<file path="src/rtl/imm_gen_pipe.sv">
// Immediate generator for the miniRISC decode path.
// The control unit selects an extension mode. The extended word and an
// error flag for reserved modes are then pushed into a 2-entry valid/ready
// buffer, so the decode stage can stall without losing immediates.
module imm_gen_pipe #(
  parameter int DATA_W       = 32,
  parameter int IMM_W        = 16,
  parameter int SHAMT_W      = 5,
  parameter int OFFSET_SHIFT = 2
) (
  input  logic              clk,
  input  logic              rst,
  input  logic              flush,
  input  logic              in_valid,
  output logic              in_ready,
  input  logic [2:0]        mode,
  input  logic [IMM_W-1:0]  imm,
  output logic              out_valid,
  input  logic              out_ready,
  output logic [DATA_W-1:0] out_data,
  output logic              out_err
);

  // Reject parameter sets where the field or the shifted offset cannot fit
  generate
    if (DATA_W < IMM_W + OFFSET_SHIFT) begin : g_bad_data_w
      $error("imm_gen_pipe: DATA_W must be >= IMM_W + OFFSET_SHIFT");
    end
    if (SHAMT_W > IMM_W) begin : g_bad_shamt_w
      $error("imm_gen_pipe: SHAMT_W must be <= IMM_W");
    end
    if (OFFSET_SHIFT < 0 || OFFSET_SHIFT > 3) begin : g_bad_shift
      $error("imm_gen_pipe: OFFSET_SHIFT must be 0..3");
    end
  endgenerate

  logic [DATA_W-1:0] sext;
  logic [DATA_W-1:0] ext_data;
  logic              ext_err;

  logic [DATA_W-1:0] mem_data [2];
  logic              mem_err  [2];
  logic [1:0]        count;
  logic              wr_ptr;
  logic              rd_ptr;
  logic              push;
  logic              pop;

  // Extend the raw field according to the selected mode.
  // Modes 5..7 are reserved: they give data 0 with the error flag set.
  always_comb begin
    sext                 = {DATA_W{imm[IMM_W-1]}};
    sext[IMM_W-1:0]      = imm;
    ext_data             = '0;
    ext_err              = 1'b0;
    case (mode)
      3'd0: ext_data = sext;
      3'd1: ext_data[IMM_W-1:0] = imm;
      3'd2: ext_data[SHAMT_W-1:0] = imm[IMM_W-1 -: SHAMT_W];
      3'd3: ext_data[DATA_W-1 -: IMM_W] = imm;
      3'd4: ext_data = sext << OFFSET_SHIFT;
      default: ext_err = 1'b1;
    endcase
  end

  // Handshakes use only registered state, so in_ready has no path from out_ready
  always_comb begin
    in_ready  = (count != 2'd2);
    out_valid = (count != 2'd0);
    push      = in_valid & in_ready;
    pop       = out_valid & out_ready;
    out_data  = out_valid ? mem_data[rd_ptr] : '0;
    out_err   = out_valid ? mem_err[rd_ptr]  : 1'b0;
  end

  // Buffer state. Reset and flush clear everything and ignore that cycle's handshakes.
  always_ff @(posedge clk) begin
    if (rst || flush) begin
      count       <= 2'd0;
      wr_ptr      <= 1'b0;
      rd_ptr      <= 1'b0;
      mem_data[0] <= '0;
      mem_data[1] <= '0;
      mem_err[0]  <= 1'b0;
      mem_err[1]  <= 1'b0;
    end else begin
      if (push) begin
        mem_data[wr_ptr] <= ext_data;
        mem_err[wr_ptr]  <= ext_err;
        wr_ptr           <= ~wr_ptr;
      end
      if (pop) begin
        rd_ptr <= ~rd_ptr;
      end
      case ({push, pop})
        2'b10:   count <= count + 2'd1;
        2'b01:   count <= count - 2'd1;
        default: count <= count;
      endcase
    end
  end

endmodule

</file>
<file path="config.mk">
export PLATFORM = sky130hd
export DESIGN_NAME = imm_gen_pipe
export DESIGN_NICKNAME = d
export VERILOG_FILES = /design/src/rtl/imm_gen_pipe.sv
export SDC_FILE = /design/constraint.sdc
export NUM_CORES = 1
export LEC_CHECK = 0
export CAP_MARGIN = 20
export CORE_MARGIN = 2
export CORE_UTILIZATION = 24
export CTS_BUF_LIST = sky130_fd_sc_hd__clkbuf_4 sky130_fd_sc_hd__clkbuf_8
export CTS_CLUSTER_SIZE = 16
export DETAILED_ROUTE_END_ITERATION = 8
export GPL_TIMING_DRIVEN = 0
export HOLD_SLACK_MARGIN = 0.1
export PLACE_DENSITY = 0.41
export SYNTH_ARGS = -nofsm -noshare
export SYNTH_HDL_FRONTEND = slang
export SYNTH_SLANG_ARGS = --single-unit
</file>
<file path="constraint.sdc">
create_clock -name clk -period 4.15 [get_ports clk]
set_clock_uncertainty 0.15 [all_clocks]
set_input_delay 0.83 -clock clk [delete_from_list [all_inputs] [get_ports clk]]
set_output_delay 0.83 -clock clk [all_outputs]
set_load 0.05 [all_outputs]
</file>
==> impl_metrics.yaml, run 1 <==
pwr:
  p_int_w: 0.001184
  switching_share: 0.2523
  peakVddDrop_mv: 0.1017
  seqPwrFrac: 0.520
  power.switching_w: 0.0003995
  p_total_w: 0.001584
  p_per_area_mw_per_mm2: 335.9
  p_clk_frac: 0.341
  p_leak_nw: 1.596
  combPwrFrac: 0.139
route:
  ant_nets: 0
  drt_iter0_markers: 141
  firstDrtPassIters: 4
  drc: 0
  vias: 2555
  via_per_inst: 4.353
  wl_per_cell_um: 16.27
  drt-total-wl_um: 9553
synthesis:
  synthesis.nets: 349
  synth_commonest_cells: "nor2_1, edfxtp_1, mux2i_1"
  synthTopCellsByArea: "edfxtp_1, nor2_1, mux2i_1, nand3b_1, dfxtp_1"
  synth_seq_area_share: 0.5675
  yosysMostFrequentCell: "nor2_1"
  yosysUniqueCellTypes: 32
  syn_area_mm2: 0.003669
  async_flop_share: 0
  synth_top_area_cell: "edfxtp_1"
  synth-seq-cells: 71
  syn_inst: 324
  synth_top_area_share: 0.5402
  synthFlopType: "edfxtp_1"
  synth_edf_count: 66
  syn_area_per_cell_um2: 11.32
  yosys_warnings: 0
hold_path:
  worstHoldStart: "rd_ptr$_SDFFE_PP0P_"
  min_path_type: "flip-flop to flip-flop"
  holdPathStages: 2
  min_to: "rd_ptr$_SDFFE_PP0P_"
timing:
  setup_viol: 0
  finalCritPeriodShare: 0.8423
  drv_slew: 0
  rsz0062_at_grt: "no"
  clock.fmax_mhz: 286.1
  worstMarginPinSlew_ns: 0.6481
  setup_tns_ns: 0
  finalHoldViolCount: 0
  max_slew_margin: 0.5664
  period_minus_slack_ns: 3.496
setup_path:
  reg2reg_to: "mem_data[1][16]$_SDFFCE_PN0P_"
  required_ns: 3.17
  critPathKind: "flip-flop to output port"
  r2r_slack_ns: 2.01
  critPathArrivalTime_ns: 2.52
  endpoint_kind: "output port"
  r2r_cells: 6
  crit_path_max_fanout: 10
  start_kind: "flip-flop"
  r2r-start: "count[0]$_SDFFE_PP0P_"
placed_design:
  hpwl_um: 6740
  dpl.cell_count: 571
  port_buffers: 57
  gp_congestion: 0.7723
  placed_cell_area_mm2: 0.004527
final_layout:
  nets: 419
  fin_util: 0.3124
  area_growth_syn_to_layout_pct: 28.51
  drive_gt1_frac: 0.1429
  final_area_mm2: 0.004715
  antennaDiodeCount: 0
  final_cell_count_no_fill: 587
clock_tree:
  htree_levels: 3
  clockRootBuffer: "clkbuf_8"
  clk_pin_slew_ns: 0.07
  clock-sinks: 71
  insertion_delay_ns: 0.35
  post_cts_buffers: 0
  cts_tree: "built"
  ctsResizeCount: 0
  hold_buffers: 0
  cts-buffers-inserted: 9
  clock_path_buffers: 2
global_routing:
  antenna_found_initial: 0
  grt_busiest_layer: "met2"
  grt_util_met3: 0.02764
  met1_usage: 0.1598
  grt_pass1_wl_um: 14860
  grt_max_degree: 33
  track_usage: 0.1225
  use_met2: 0.2001
  grt_pass1_vias: 2638
  gr-total-overflow: 0
status:
  outcome: "completed"
floorplan:
  die-width_um: 127.6
  die_h_um: 127.6
  initial_core_util: 0.2431
  ioPinCount: 59
  coreArea_mm2: 0.01509
  die-area_mm2: 0.01629
  placementRows: 45
run:
  maxCapViolations: 0
==> per-layer routing <==
| metal | share of wire | wire [um] |
|---|---|---|
| met5 | 0 | 0 |
| met4 | 0.017 | 167 |
| met3 | 0.032 | 304 |
| met2 | 0.48 | 4612 |
| met1 | 0.47 | 4469 |
==> registers in the layout (all words and copies together), names as in the netlist, named ones only <==
| signal | flops |
|---|---|
| mem_data | 64 |
| count | 2 |
| mem_err | 2 |
| rd_ptr | 1 |
| wr_ptr | 1 |
==> power by group through the flow <==
stage | logic, W | registers [W] | clock network [W]
floorplan | 0.000132 | 0.000838 | 0
global placement | 0.000219 | 0.000840 | 0
detailed placement | 0.000224 | 0.000840 | 0
CTS | 0.000225 | 0.000823 | 0.000557
global route | 0.000239 | 0.000827 | 0.000582
finish | 0.000220 | 0.000823 | 0.000541
==> critical path, cell delays in order (launching register included) <==
cell	delay, ns
dfxtp_1	0.35
nor2_1	0.51
clkbuf_1	0.45
nor2_1	0.12
clkdlybuf4s50_1	0.72
==> worst max path at each step <==
stage / cells past startpoint / endpoint / startpoint
2_1_floorplan: 4 / mem_data[1][0]$_SDFFCE_PN0P_ / flush
3_3_place_gp: 5 / mem_data[1][17]$_SDFFCE_PN0P_ / flush
3_5_place_dp: 6 / mem_data[1][16]$_SDFFCE_PN0P_ / flush
4_1_cts: 4 / out_data[18] / count[1]$_SDFFE_PP0P_
5_1_grt: 4 / out_data[8] / count[1]$_SDFFE_PP0P_
6_report: 4 / out_data[8] / count[0]$_SDFFE_PP0P_
==> layout by cell type (no fill, tap or decap), drive strengths merged, types with 2 or more instances in the layout <==
cell,instances
clkdlybuf4s50,57
clkbuf,15
dfxtp,5
a211oi,4
nor4bb,3
edfxtp,66
clkinv,4
o21ai,4
a21oi,16
xor2,2
a21o,13
nand2,3
buf,23
inv,2
nor2,105
nand2b,14
mux2i,33
nand3b,14
nor3b,5
==> final cells by class <==
| cell class | instances | area [um2] |
|---|---|---|
| Sequential cell | 71 | 2082 |
| Clock buffer | 11 | 138.9 |
| Buffer | 25 | 173.9 |
| Tap cell | 188 | 235.2 |
| Timing Repair Buffer | 59 | 618.1 |
| Clock inverter | 5 | 48.80 |
| Fill cell | 1577 | 10380 |
| Inverter | 2 | 7.507 |
| Multi-Input combinational cell | 226 | 1410 |
==> logic make-up (layout without fill, tap and decap cells) <==
group / after synthesis / after routing / share of synthesized area
buffers and inverters: 27 / 102 / 0.04946
adders and majority gates: 1 / 1 / 0.003410
and+or+nand+nor: 151 / 151 / 0.2074
AOI/OAI and AO/OA: 38 / 38 / 0.07503
DFF: 71 / 71 / 0.5675
xor gates and xnor gates: 3 / 3 / 0.007164
muxes: 33 / 33 / 0.09004
==> stage by stage <==
step | hold slack [ns] | setup WS, ns
floorplan | 0.3225 | 1.352
global placement | 0.3458 | 0.2090
detailed placement | 0.3478 | 0.8705
CTS | 0.3679 | 0.5493
global route | 0.4109 | 0.4074
finish | 0.3610 | 0.6544
(Power assumes the default switching activity.)
==> inputs of run 2 (changes only) <==
Clock period 4.15 ns to 3.3 ns, I/O delays scaled along.
==> run 2 against run 1 <==
Critical path depth is 1 higher. Design area increased by 0.13%. Core utilization about the same. Largest cell class unchanged. Clock power up 26%. Die area unchanged. Power grew 26%. Register-to-register slack got worse by 0.87 ns. Via count about the same. Routed wire length about the same. Flip-flop and latch count stayed put. First-iteration DRC count fell by 0.71%.
==> impl_metrics.yaml, run 2 (synthesis results as in run 1) <==
floorplan:
  coreArea_mm2: 0.01509
  ioPinCount: 59
  die_h_um: 127.6
  die-width_um: 127.6
  initial_core_util: 0.2431
  placementRows: 45
  die-area_mm2: 0.01629
global_routing:
  grt_pass1_wl_um: 14860
  antenna_found_initial: 0
  grt_pass1_vias: 2638
  gr-total-overflow: 0
  grt_max_degree: 33
  track_usage: 0.1225
timing:
  setup_ws_ns: 0.2061
  worstMarginPinSlew_ns: 0.5620
  clock.fmax_mhz: 323.2
  setup_tns_ns: 0
  setup_viol: 0
  finalHoldViolCount: 0
  rsz0062_at_grt: "no"
  finalCritPeriodShare: 0.9375
  max_slew_margin: 0.6239
  drv_slew: 0
  period_minus_slack_ns: 3.094
route:
  wl_per_cell_um: 16.27
  ant_nets: 0
  drt_iter0_markers: 140
  firstDrtPassIters: 4
  vias: 2557
  drt-total-wl_um: 9550
  via_per_inst: 4.356
  drc: 0
clock_tree:
  clock_path_buffers: 2
  cts-buffers-inserted: 9
  clock-sinks: 71
  cts_tree: "built"
  post_cts_buffers: 0
  clk_pin_slew_ns: 0.07
  htree_levels: 3
  insertion_delay_ns: 0.35
  clockRootBuffer: "clkbuf_8"
placed_design:
  port_buffers: 57
  hpwl_um: 6740
  gp_congestion: 0.7723
  dpl.cell_count: 571
  dp_slack_ns: 0.1905
final_layout:
  nets: 419
  multi_input_area_mm2: 0.001413
  largest_reg_flops: 64
  area_growth_syn_to_layout_pct: 28.68
  regMostFlops: "mem_data"
  mostFrequentLayoutCells: "nor2_1, edfxtp_1, clkdlybuf4s50_1, mux2i_1"
  antennaDiodeCount: 0
  final_common_cell: "nor2_1"
  final_cell_count_no_fill: 587
  ff_latch_area_mm2: 0.002082
  fin_util: 0.3129
  drive_gt1_frac: 0.1529
  reg_top3: "mem_data x64, count x2, mem_err x2"
  fill_cells: 1576
run:
  maxCapViolations: 0
pwr:
  p_per_area_mw_per_mm2: 422.0
  peakVddDrop_mv: 0.1279
  p_leak_nw: 1.605
setup_path:
  crit_path_max_fanout: 10
  critPathKind: "flip-flop to output port"
  critPathArrivalTime_ns: 2.28
  endpoint_kind: "output port"
  start_kind: "flip-flop"
  required_ns: 2.49
hold_path:
  min_path_type: "flip-flop to flip-flop"
status:
  outcome: "completed"
## run 2: layer usage
layer | global-route usage | vias up | part of all wire
met5 | 0 | - | 0
met4 | 0.04331 | 0 | 0.017
met3 | 0.02764 | 11 | 0.032
met2 | 0.2001 | 52 | 0.48
met1 | 0.1598 | 1222 | 0.47
li1 | - | 1272 | -
## run 2: path summary, 6_finish.rpt
check,startpoint,endpoint,slack [ns],depth (start not counted)
worst max-delay path,flip-flop,out_data[16],0.21,5
worst min-delay path,rd_ptr$_SDFFE_PP0P_,rd_ptr$_SDFFE_PP0P_,0.36,2
worst max register to register,count[0]$_SDFFE_PP0P_,mem_data[1][16]$_SDFFCE_PN0P_,1.14,6
worst min register to register,rd_ptr$_SDFFE_PP0P_,rd_ptr$_SDFFE_PP0P_,0.36,2
## run 2: layout make-up
type / count / share of cell area
clock buffer: 11 / 0.02942
inverter: 2 / 0.001590
tap: 188 / 0.04983
timing repair buffer: 59 / 0.1309
multi-input combinational: 226 / 0.2992
clock inverter: 5 / 0.01034
sequential: 71 / 0.4410
buffer: 25 / 0.03764
## run 2: worst max-delay path: stages (launching register included)
cell and delay, ns:
dfxtp_1 0.31, buf_2 0.18, buf_2 0.38, mux2i_1 0.15, nor2_1 0.11, clkdlybuf4s50_1 0.80
## run 2: stage by stage
| step | total power [W] | area [um2] | hold WS, ns |
|---|---|---|---|
| after CTS | 0.002020 | 4717 | 0.3679 |
| after detailed placement | 0.001338 | 4527 | 0.3478 |
| final | 0.001992 | 4721 | 0.3610 |
| after global routing | 0.002074 | 4721 | 0.4196 |
| after floorplan | 0.001220 | 3669 | 0.3225 |
| after global placement | 0.001332 | 4474 | 0.3458 |
## run 2: what timing repair did
item                                    4_1_cts  5_1_grt
endpoints found under the setup margin       30       30
gates resized for setup                       1        6
hold buffers                                  0        0
cloned                                        0        0
## run 2: report_power, final
part	leakage [nW]	internal (W)	switching [W]	total (W)
Combinational	0.713	0.000107	0.000171	0.000278
Clock	0.101	0.000360	0.000320	0.000679
Sequential	0.791	0.00102	0.0000122	0.00104
Total	1.60	0.00149	0.000502	0.00199
